===== config.mk =====
export PLATFORM = sky130hd
export DESIGN_NAME = mult_div_unit_flat
export DESIGN_NICKNAME = d
export VERILOG_FILES = /design/src/rtl/mult_div_pkg.sv /design/src/rtl/mult_div_if.sv /design/src/rtl/mult_div_unit.sv /design/src/flat_wrapper.sv
export SDC_FILE = /design/constraint.sdc
export NUM_CORES = 1
export LEC_CHECK = 0
export ABC_CLOCK_PERIOD_IN_PS = 4750
export CORE_AREA = 3 3 160 162
export DETAILED_ROUTE_END_ITERATION = 16
export DIE_AREA = 0 0 163 165
export PLACE_DENSITY = 0.82
export SETUP_SLACK_MARGIN = 0.15
export SYNTH_ARGS = -nofsm -noshare
export SYNTH_HDL_FRONTEND = slang
export SYNTH_SLANG_ARGS = --single-unit

===== constraint.sdc =====
create_clock -name clock -period 4.75 [get_ports clock]
set_input_delay 0.95 -clock clock [delete_from_list [all_inputs] [get_ports clock]]
set_output_delay 0.95 -clock clock [all_outputs]
set_load 0.01 [all_outputs]

===== src/rtl/mult_div_pkg.sv =====
// Shared definitions for the iterative multiply/divide unit: op codes,
// FSM states and the conditional-negate helper used around the datapath.
package mult_div_pkg;

    localparam int MAX_WIDTH = 64;

    localparam logic [1:0] OP_MULT  = 2'b00;
    localparam logic [1:0] OP_MULTU = 2'b01;
    localparam logic [1:0] OP_DIV   = 2'b10;
    localparam logic [1:0] OP_DIVU  = 2'b11;

    typedef enum logic [1:0] {
        IDLE,
        RUN,
        FINISH
    } stateT;

    // Wide enough for a full 2*MAX_WIDTH product; callers size-cast the result.
    typedef logic [2*MAX_WIDTH-1:0] wideT;

    function automatic wideT condNeg(input wideT v, input logic neg);
        return neg ? -v : v;
    endfunction

endpackage


===== src/rtl/mult_div_if.sv =====
// Request/result bundle between the control unit (master) and the
// multiply/divide unit (slave).
interface mult_div_if #(
    parameter int WIDTH = 32
);
    logic             start;
    logic [1:0]       op;
    logic [WIDTH-1:0] a;
    logic [WIDTH-1:0] b;
    logic             busy;
    logic             done;
    logic             div_zero;
    logic [WIDTH-1:0] hi;
    logic [WIDTH-1:0] lo;

    modport master (
        output start, op, a, b,
        input  busy, done, div_zero, hi, lo
    );

    modport slave (
        input  start, op, a, b,
        output busy, done, div_zero, hi, lo
    );
endinterface


===== src/rtl/mult_div_unit.sv =====
// Iterative shift-add multiplier / restoring divider with HI/LO result
// registers. One 2W+1-bit accumulator serves both algorithms on magnitudes.
module mult_div_unit
    import mult_div_pkg::*;
#(
    parameter int WIDTH = 32
) (
    input  logic      clock,
    input  logic      reset,
    mult_div_if.slave bus
);

    localparam int CW = $clog2(WIDTH) + 1;
    localparam int AW = 2 * WIDTH + 1;

    stateT            state;
    logic             busyReg;
    logic             doneReg;
    logic             divZeroReg;
    logic [WIDTH-1:0] hiReg;
    logic [WIDTH-1:0] loReg;

    logic             isDiv;
    logic             zeroCase;
    logic             negLo;
    logic             negHi;
    logic [WIDTH-1:0] opnd;
    logic [AW-1:0]    acc;
    logic [CW-1:0]    count;

    logic             signedIn;
    logic             signA;
    logic             signB;
    logic [WIDTH-1:0] magA;
    logic [WIDTH-1:0] magB;

    logic [AW-1:0]    accNext;
    logic [AW-1:0]    shifted;
    logic [WIDTH:0]   upper;
    logic [WIDTH:0]   sum;
    logic [WIDTH:0]   diff;

    logic [2*WIDTH-1:0] prod;
    logic [WIDTH-1:0]   resHi;
    logic [WIDTH-1:0]   resLo;

    // Operand magnitudes; unsigned ops never look at the sign bits.
    always_comb begin
        signedIn = ~bus.op[0];
        signA    = signedIn & bus.a[WIDTH-1];
        signB    = signedIn & bus.b[WIDTH-1];
        magA     = WIDTH'(condNeg(wideT'(bus.a), signA));
        magB     = WIDTH'(condNeg(wideT'(bus.b), signB));
    end

    // Multiply keeps the multiplier in the low half and shifts right;
    // divide keeps the dividend in the low half and shifts left.
    always_comb begin
        shifted = {acc[AW-2:0], 1'b0};
        upper   = shifted[AW-1:WIDTH];
        diff    = upper - {1'b0, opnd};
        sum     = acc[AW-1:WIDTH] + {1'b0, (acc[0] ? opnd : '0)};
        if (isDiv) begin
            if (upper >= {1'b0, opnd}) begin
                accNext = {diff, shifted[WIDTH-1:1], 1'b1};
            end else begin
                accNext = shifted;
            end
        end else begin
            accNext = {1'b0, sum, acc[WIDTH-1:1]};
        end
    end

    always_comb begin
        prod = (2*WIDTH)'(condNeg(wideT'(acc[2*WIDTH-1:0]), negLo));
        if (isDiv) begin
            resHi = WIDTH'(condNeg(wideT'(acc[2*WIDTH-1:WIDTH]), negHi));
            resLo = WIDTH'(condNeg(wideT'(acc[WIDTH-1:0]), negLo));
        end else begin
            resHi = prod[2*WIDTH-1:WIDTH];
            resLo = prod[WIDTH-1:0];
        end
    end

    always_ff @(posedge clock) begin
        if (!reset) begin
            state      <= IDLE;
            busyReg    <= 1'b0;
            doneReg    <= 1'b0;
            divZeroReg <= 1'b0;
            hiReg      <= '0;
            loReg      <= '0;
            isDiv      <= 1'b0;
            zeroCase   <= 1'b0;
            negLo      <= 1'b0;
            negHi      <= 1'b0;
            opnd       <= '0;
            acc        <= '0;
            count      <= '0;
        end else begin
            doneReg <= 1'b0;
            case (state)
                IDLE: begin
                    if (bus.start) begin
                        isDiv      <= bus.op[1];
                        negLo      <= signA ^ signB;
                        negHi      <= signA;
                        acc        <= {{(WIDTH+1){1'b0}}, (bus.op[1] ? magA : magB)};
                        opnd       <= bus.op[1] ? magB : magA;
                        zeroCase   <= bus.op[1] && (bus.b == '0);
                        // A zero divisor still spends one RUN edge so its done
                        // lands two edges after accept.
                        count      <= (bus.op[1] && (bus.b == '0)) ? '0 : CW'(WIDTH - 1);
                        divZeroReg <= 1'b0;
                        busyReg    <= 1'b1;
                        state      <= RUN;
                    end
                end
                RUN: begin
                    acc <= accNext;
                    if (count == '0) begin
                        state <= FINISH;
                    end else begin
                        count <= count - CW'(1);
                    end
                end
                FINISH: begin
                    if (zeroCase) begin
                        divZeroReg <= 1'b1;
                    end else begin
                        hiReg <= resHi;
                        loReg <= resLo;
                    end
                    doneReg <= 1'b1;
                    busyReg <= 1'b0;
                    state   <= IDLE;
                end
                default: state <= IDLE;
            endcase
        end
    end

    assign bus.busy     = busyReg;
    assign bus.done     = doneReg;
    assign bus.div_zero = divZeroReg;
    assign bus.hi       = hiReg;
    assign bus.lo       = loReg;

endmodule

===== src/flat_wrapper.sv =====
// flat-port wrapper written by rule: the top's interface ports become plain ports
module mult_div_unit_flat import mult_div_pkg::*;
#(
    parameter int WIDTH = 32
)
  (clock, reset, bus_start, bus_op, bus_a, bus_b, bus_busy, bus_done, bus_div_zero, bus_hi, bus_lo);
  mult_div_if #(.WIDTH(WIDTH)) bus_i ();
  input  logic clock;
  input  logic reset;
  input wire logic [$bits(bus_i.start)-1:0] bus_start;
  input wire logic [$bits(bus_i.op)-1:0] bus_op;
  input wire logic [$bits(bus_i.a)-1:0] bus_a;
  input wire logic [$bits(bus_i.b)-1:0] bus_b;
  output wire logic [$bits(bus_i.busy)-1:0] bus_busy;
  output wire logic [$bits(bus_i.done)-1:0] bus_done;
  output wire logic [$bits(bus_i.div_zero)-1:0] bus_div_zero;
  output wire logic [$bits(bus_i.hi)-1:0] bus_hi;
  output wire logic [$bits(bus_i.lo)-1:0] bus_lo;
  assign bus_i.start = bus_start;
  assign bus_i.op = bus_op;
  assign bus_i.a = bus_a;
  assign bus_i.b = bus_b;
  assign bus_busy = bus_i.busy;
  assign bus_done = bus_i.done;
  assign bus_div_zero = bus_i.div_zero;
  assign bus_hi = bus_i.hi;
  assign bus_lo = bus_i.lo;
  mult_div_unit #(.WIDTH(WIDTH)) u_core (.clock(clock), .reset(reset), .bus(bus_i));
endmodule

# == Yosys cells after proc, flatten, opt, wreduce, memory -nomap -nowiden ==
# Index checks and enable logic that the tools add are counted.
# word_totals
in_bits,69
register_bits,176
wordCells,73
out_inout_bits,67
# op_classes
mux,27
reduce_logical,13
magnitude_cmp,1
n_eq_ne,6
add_sub_neg,8
bitwise_logic,5
# ops
op,count
$mux W32,9
$mux W65,3
$pmux W65 S2,1
$neg A32 Y32,4
$mux W64,1
$neg A64 Y64,1
$add A33 B32 Y33,1
$ge A33 B32 Y1,1
$sub A33 B32 Y33,1
$logic_not A32 Y1,1
$mux W6,2
$pmux W6 S2,1
$reduce_and A2 Y1,5
$logic_not A6 Y1,1
$reduce_and A3 Y1,2
$sub A6 B1 Y6 const B,1
$mux W5,1
$mux W1,4
$mux W2,2
$ne A2 B1 Y1 const B,2
$ne A2 B2 Y1 const B,2
$pmux W1 S2,2
$pmux W2 S2,1
$reduce_bool A2 Y1,2
7 further kinds,9

# == Longest topological paths before layout ==
# Gate-level depths: netlist of the first run.
# depth
depth_word,6
mapped_depth,14
mapped_depth_nobuf,13

# == Worst setup path before layout of the first run ==
# No wires, ideal clock.
# synth_path
path_kind,input to register
startpoint,in bus_a[16]
endpoint,reg u_core.opnd[27]
setup_ns,0.122
required_time_ns,4.628
path_stages,8
path_buffers,0
slack_ns,1.367
arrival_ns,3.260
cell_sequence,or4_1 or4_1 or4_1 o41ai_1 xor2_1 nor2_1 a21oi_1 o21ai_1
# synth_between
elab_chain_len,3
# synth_rtl
item,line,text
start: declaration,flat_wrapper.sv:12,input wire logic [$bits(bus_i.a)-1:0] bus_a;
$neg A32 Y32,mult_div_pkg.sv:22,return neg ? -v : v;
$mux W32,mult_div_pkg.sv:22,
$mux W32,mult_div_unit.sv:109,opnd <= bus.op[1] ? magB : magA;
end signal: assignment,mult_div_unit.sv:109,
end: declaration,mult_div_unit.sv:27,logic [WIDTH-1:0] opnd;
# Every way passes these cells.
# A chain may end at the register's enable or synchronous reset.

# == Final worst setup path of the first run ==
# layout_path
startpoint,reg u_core.acc[32]
endpoint,reg u_core.acc[35]
# layout_between
elab_chain_len,4
word_cells_on_any_way,6
classes_between,add/sub (2); order compare (1); mux (3)
# layout_rtl
item,line,text
start: declaration,mult_div_unit.sv:28,logic [AW-1:0] acc;
start signal: assignment,mult_div_unit.sv:108,"acc <= {{(WIDTH+1){1'b0}}, (bus.op[1] ? magA : magB)};"
start signal: assignment,mult_div_unit.sv:120,acc <= accNext;
$sub A33 B32 Y33 or $ge A33 B32 Y1 (tied branches),"mult_div_unit.sv:61, mult_div_unit.sv:64",
$mux W65,mult_div_unit.sv:64,"if (upper >= {1'b0, opnd}) begin"
$mux W65 (*),mult_div_unit.sv:63,if (isDiv) begin
$pmux W65 S2 (*),mult_div_unit.sv:102,case (state)
# Mark *: on every way between the ends. The rest lies on a longest branch, timed or not.

==> impl_metrics.tcl, run 1 <==
set metrics [dict create \
    root_buffer "clkbuf_16" \
    end_kind "flip-flop" \
    hpwlAfterDp_um 37100 \
    timing.rr.start "u_core.acc[32]$_SDFFE_PN0P_" \
    vias 15400 \
    route.detailed.drc 0 \
    synth_top_cell_by_area "dfxtp_1" \
    cts_made_buffers 17 \
    wl_um 49100 \
    fin_setup_tns_ns 0 \
    crit_type "flip-flop to flip-flop" \
    synth.most_common_cell "nor2_1" \
    h-tree-depth 4 \
    post_cts_buffers 0 \
    synth_common_cells "228 x nor2_1, 183 x nand2_1, 180 x a21oi_1, 176 x dfxtp_1, 115 x clkbuf_1" \
    antenna_found_initial 0 \
    synth_edf_count 0 \
    r2r_slack_ns 0.65 \
    detail-route-antenna-nets 0 \
    hold_buffers 0 \
    syn_area_per_cell_um2 7.31 \
    yosysTopAreaCellShare_pct 24.4 \
    fp.dieW_um 163 \
    nets 2180 \
    num_antenna_cells 0 \
    ir_worst_vdd_mv 0.212 \
    slew_headroom_pct 26.6 \
    syn-num-nets 2120 \
    overflow 0 \
    required_ns 5.07 \
    dieArea_um2 26900 \
    synth_area_leaders "dfxtp_1 24%, a21oi_1 6.2%, ha_1 6.1%" \
    powerDensity_nw_per_um2 304 \
    p_leak_uw 0.00639 \
    max_slew.worst_pin.slew_ns 1.10 \
    grt_max_degree 101 \
    ys_types 77 \
    synthCells 1979 \
    syn_area_um2 14500 \
    area_growth_pct 15.2 \
    num_io_pins 136 \
    cts_tree "yes" \
    hold_path.class "flip-flop to flip-flop" \
    core_um2 24200 \
    ys_ff_latch 176 \
    grt_pass1_wl_um 75400 \
    dr.pass1.iters 6 \
    hold_depth 2 \
    min_to "u_core.opnd[6]$_SDFFE_PN0P_" \
    finish.utilization_pct 68.7 \
    rr_worst_depth 10 \
    setup_viol 0 \
    start_kind "flip-flop" \
    fp-row-count 57 \
    dieHeight_um 165 \
    startpoint "u_core.acc[32]$_SDFFE_PN0P_" \
    r2r-end "u_core.acc[35]$_SDFFE_PN0P_" \
    avgViaCountPerCell 6.47 \
    clock-sinks 176 \
    clk_pin_slew_ns 0.08 \
    clock-skew-final_ns 0.0209 \
    start_util_pct 59.6 \
    drt_iter0_drc 1822 \
    finalCritPeriodShare_pct 86.3 \
    wl_per_cell_um 20.6 \
    first_global_vias 14100 \
    port_buffers 135 \
    yosysWarnings 0 \
    track_usage_pct 35.2 \
    worstPathMaxFanout 16 \
    synthFlopType "dfxtp_1" \
    cp.arrival_ns 4.42 \
    worstHoldStart "u_core.opnd[6]$_SDFFE_PN0P_" \
    maxCapViolCount 0 \
    cts.repair.resized 0 \
    async_flop_share_pct 0 \
    layout_min_cycle_time_ns 4.10 \
    grt_setup_unrepaired "false" \
    drv_slew 0 \
    cts.path.max_buffers 2 \
    hold_violations 0 \
    status "complete, no violations" \
    gp_congestion 1.03 \
    ys_seq_area_share_pct 24.4 \
    post_route_cells_drive_above_1_share_pct 5.12 \
    timing.fmax_mhz 244 \
    insertion_delay_ns 0.45 \
]
==> worst max-delay path by stage <==
stage	end	slack (ns)	cells after the start
finish	u_core.acc[35]$_SDFFE_PN0P_	0.65	10
global route	u_core.acc[35]$_SDFFE_PN0P_	0.57	10
CTS	u_core.acc[35]$_SDFFE_PN0P_	0.82	10
detailed placement	u_core.acc[28]$_SDFFE_PN0P_	0.55	10
global placement	u_core.acc[28]$_SDFFE_PN0P_	0.60	10
floorplan	u_core.opnd[27]$_SDFFE_PN0P_	1.37	8
==> state kept, by name, summed over array words and instances, names as in the netlist, 2 cells and up <==
register / flops
u_core.bus.lo: 32
u_core.acc: 65
u_core.opnd: 32
u_core.count: 6
u_core.bus.hi: 32
u_core.state: 2
==> area by class of cell <==
cell class / count / area [um2]
clock inverter: 15 / 214
fill: 2062 / 7590
sequential: 176 / 3520
timing repair buffer: 175 / 1660
clock buffer: 17 / 425
inverter: 70 / 264
multi-input combinational: 1599 / 10200
tap: 324 / 405
==> power by group <==
group / switching, uW / leakage (uW) / internal, uW
combinational: 1110 / 0.00464 / 685
sequential: 151 / 0.00143 / 1590
clock: 785 / 0.000308 / 742
==> logic make-up (layout without fill, tap and decap cells) <==
kind of cell / Yosys count / count (layout) / share of synthesized area, %
flip-flops: 176 / 176 / 24.4
adder cells (fa/ha/maj): 72 / 72 / 6.33
AO/OA/AOI/OAI: 633 / 633 / 28.1
AND/OR/NAND/NOR: 672 / 672 / 21.6
buffers and inverters: 204 / 277 / 5.51
XOR/XNOR: 161 / 161 / 9.75
multiplexers: 61 / 61 / 4.27
==> worst max-delay path, cell delays in order (launching register included) <==
cell,delay [ns]
dfxtp_1,0.57
ha_1,0.31
nor2b_1,0.15
o31ai_1,0.36
a211o_1,0.31
nor4bb_1,0.55
or4_4,0.27
a211oi_2,0.11
nor2_2,0.75
o21ai_1,0.24
a221o_1,0.38
==> through the flow <==
step                instances  hold WS, ns  instance area (um2)  setup WS [ns]  total power (uW)
floorplan                1979        0.432                14500           1.37              2970
global placement         2344        0.440                16000          0.596              3470
detailed placement       2344        0.445                16000          0.551              3500
CTS                      2376        0.455                16700          0.819              5010
global route             2376        0.472                16700          0.572              5290
finish                   2376        0.455                16700          0.650              5060
==> per-layer routing <==
layer / routed length (um) / up-vias / global-route usage, %
li1: - / 7320 / -
met1: 20500 / 7088 / 47.6
met2: 21600 / 839 / 54.9
met3: 5120 / 127 / 7.02
met4: 1920 / 0 / 14.5
met5: 0 / - / 0
==> cell usage in the layout, fill, tap and decap left out, types with 38 or more instances in the layout <==
cell,count
o211ai_1,38
a21oi_1,180
mux2i_1,56
dfxtp_1,175
clkdlybuf4s50_1,134
inv_1,68
xor2_1,81
buf_4,39
nor2_1,226
nand3_1,62
ha_1,70
o21ai_0,108
xnor2_1,80
a211oi_1,87
nand2_1,183
Note: power is estimated with default switching activity, not from simulation.
==> inputs of run 2 (changes only) <==
Settings changed: CORE_AREA 3 3 160 162 to 3 3 153 169, DIE_AREA 0 0 163 165 to 0 0 156 172, PLACE_DENSITY 0.82 to 0.89.
==> run 2 against run 1 <==
Effect of this change:
- setup slack gained 0.036 ns
- fmax rose by 0.88%
- register-to-register slack gained 0.04 ns
- clock-buffer cell count unchanged
- largest cell class unchanged
- largest power group unchanged
- die area fell by 0.23%
==> impl_metrics.tcl, run 2 (synthesis gave the netlist of run 1 again) <==
set metrics [dict create \
    crit_chain "inv_1 -> buf_4 -> nor2_1 -> ha_1 -> nand2_1 -> nor3_1 -> o21a_1 -> o31ai_1 -> a211oi_1 -> or2_1 -> a31oi_1 -> mux2i_1 -> a311oi_1" \
    mostFrequentLayoutCells "226 x nor2_1, 183 x nand2_1, 180 x a21oi_1, 175 x dfxtp_1, 134 x clkdlybuf4s50_1" \
    hold_depth 2 \
    finish.utilization_pct 68.1 \
    grt_pass1_wl_um 78200 \
    timing.fmax_mhz 246 \
    ir_worst_vdd_mv 0.217 \
    root_buffer "clkbuf_16" \
    final_cells 2362 \
    cts_tree "yes" \
    clockPowerShare_pct 29.3 \
    p_sw_share_pct 40.1 \
    fp.dieW_um 156 \
    seq_power_share_pct 35.0 \
    start_util_pct 59.3 \
    holdWs_ns 0.455 \
    crit_end "u_core.acc[61]$_SDFFE_PN0P_" \
    slew_headroom_pct 21.7 \
    crit_family "compound AO/OA/AOI/OAI gates" \
    cts.path.max_buffers 2 \
    post_cts_buffers 0 \
    detail-route-antenna-nets 0 \
    h-tree-depth 4 \
    placed_area_um2 16000 \
    core_um2 24400 \
    end_kind "flip-flop" \
    slowest_delay_ns 0.58 \
    overflow 0 \
    worstPathMaxFanout 21 \
    first_global_vias 14500 \
    r2r_slack_ns 0.69 \
    drv_slew 0 \
    maxCapViolCount 0 \
    num_antenna_cells 0 \
    avgViaCountPerCell 6.60 \
    cp.arrival_ns 4.34 \
    drt_iter0_drc 1603 \
    area_growth_pct 14.9 \
    hold_path.class "flip-flop to flip-flop" \
    worstHoldStart "u_core.opnd[4]$_SDFFE_PN0P_" \
    layout_min_cycle_time_ns 4.06 \
    max_slew.worst_pin.slew_ns 1.17 \
    gp_congestion 0.995 \
    start_kind "flip-flop" \
    route.detailed.drc 0 \
    track_usage_pct 36.3 \
    dieHeight_um 172 \
    crit_type "flip-flop to flip-flop" \
    insertion_delay_ns 0.46 \
    nets 2180 \
    largest-register "u_core.acc" \
    wl_per_cell_um 21.0 \
    layout_commonest_cell "nor2_1" \
    p_switching_uw 2000 \
    setup_viol 0 \
    port_buffers 135 \
    grt_setup_unrepaired "false" \
    grt_max_degree 113 \
    antenna_found_initial 0 \
    finalCritPeriodShare_pct 85.6 \
    fin_setup_tns_ns 0 \
    p_int_uw 2990 \
    dr.pass1.iters 6 \
    wl_um 49700 \
    clock-skew-final_ns 0.0185 \
    r2r-end "u_core.acc[61]$_SDFFE_PN0P_" \
    slowest_stage "o31ai_1" \
    status "complete, no violations" \
    timing.rr.start "u_core.acc[0]$_SDFFE_PN0P_" \
    cts.repair.resized 0 \
    clock-sinks 176 \
    clk_pin_slew_ns 0.08 \
    post_route_cells_drive_above_1_share_pct 5.12 \
    hold_buffers 0 \
    hold_violations 0 \
    path_depth 13 \
    powerDensity_nw_per_um2 301 \
    rr_worst_depth 13 \
    p_comb_share_pct 35.7 \
    fp-row-count 60 \
    largest_reg_flops 65 \
    cts_made_buffers 17 \
    placed_cells 2330 \
    design_area_um2 16600 \
    hpwlAfterDp_um 37900 \
    required_ns 5.03 \
    p_leak_uw 0.00638 \
    vias 15600 \
    num_io_pins 136 \
    cp.buffers_inverters 2 \
    dieArea_um2 26800 \
    startpoint "u_core.acc[0]$_SDFFE_PN0P_" \
]
==> run 2: worst min path at each step <==
| stage | slack (ns) | endpoint |
|---|---|---|
| after floorplan | 0.43 | u_core.opnd[15]$_SDFFE_PN0P_ |
| after global placement | 0.44 | u_core.opnd[4]$_SDFFE_PN0P_ |
| after detailed placement | 0.45 | u_core.opnd[5]$_SDFFE_PN0P_ |
| after CTS | 0.46 | u_core.opnd[5]$_SDFFE_PN0P_ |
| after global routing | 0.48 | u_core.opnd[3]$_SDFFE_PN0P_ |
| final | 0.45 | u_core.opnd[4]$_SDFFE_PN0P_ |
==> run 2: stage by stage <==
| stage | power [uW] | setup WS [ns] |
|---|---|---|
| floorplan | 2970 | 1.37 |
| global placement | 3470 | 0.601 |
| detailed placement | 3500 | 0.432 |
| CTS | 4950 | 0.845 |
| global route | 5230 | 0.575 |
| finish | 4990 | 0.686 |
==> run 2: worst reg2reg max path: stages, from the launching register on <==
cell and delay, ns:
dfxtp_1 0.31, inv_1 0.40, buf_4 0.37, nor2_1 0.10, ha_1 0.35, nand2_1 0.15, nor3_1 0.07, o21a_1 0.13
o31ai_1 0.58, a211oi_1 0.31, or2_1 0.39, a31oi_1 0.39, mux2i_1 0.24, a311oi_1 0.11
==> run 2: power groups by stage <==
stage | combinational (uW) | sequential [uW] | clock [uW]
final | 1780 | 1750 | 1460
after global routing | 1940 | 1760 | 1540
after CTS | 1740 | 1740 | 1470
after detailed placement | 1730 | 1770 | 0
after global placement | 1700 | 1770 | 0
after floorplan | 1270 | 1700 | 0
==> run 2: layout make-up <==
cell class,count,area [um2]
clock buffers,17,425
clock inverters,15,189
fillers,2042,7790
inverters,70,264
multi-input cells,1599,10200
flip-flops and latches,176,3520
well taps,310,388
repair buffers,175,1660
==> run 2: routing by layer <==
layer | track usage (%) | share of wire [%] | vias up
met4 | 21.5 | 7.0 | 0
met2 | 59.0 | 45 | 868
met5 | 0 | 0 | -
met1 | 46.1 | 40 | 7210
li1 | - | - | 7314
met3 | 4.88 | 7.6 | 191
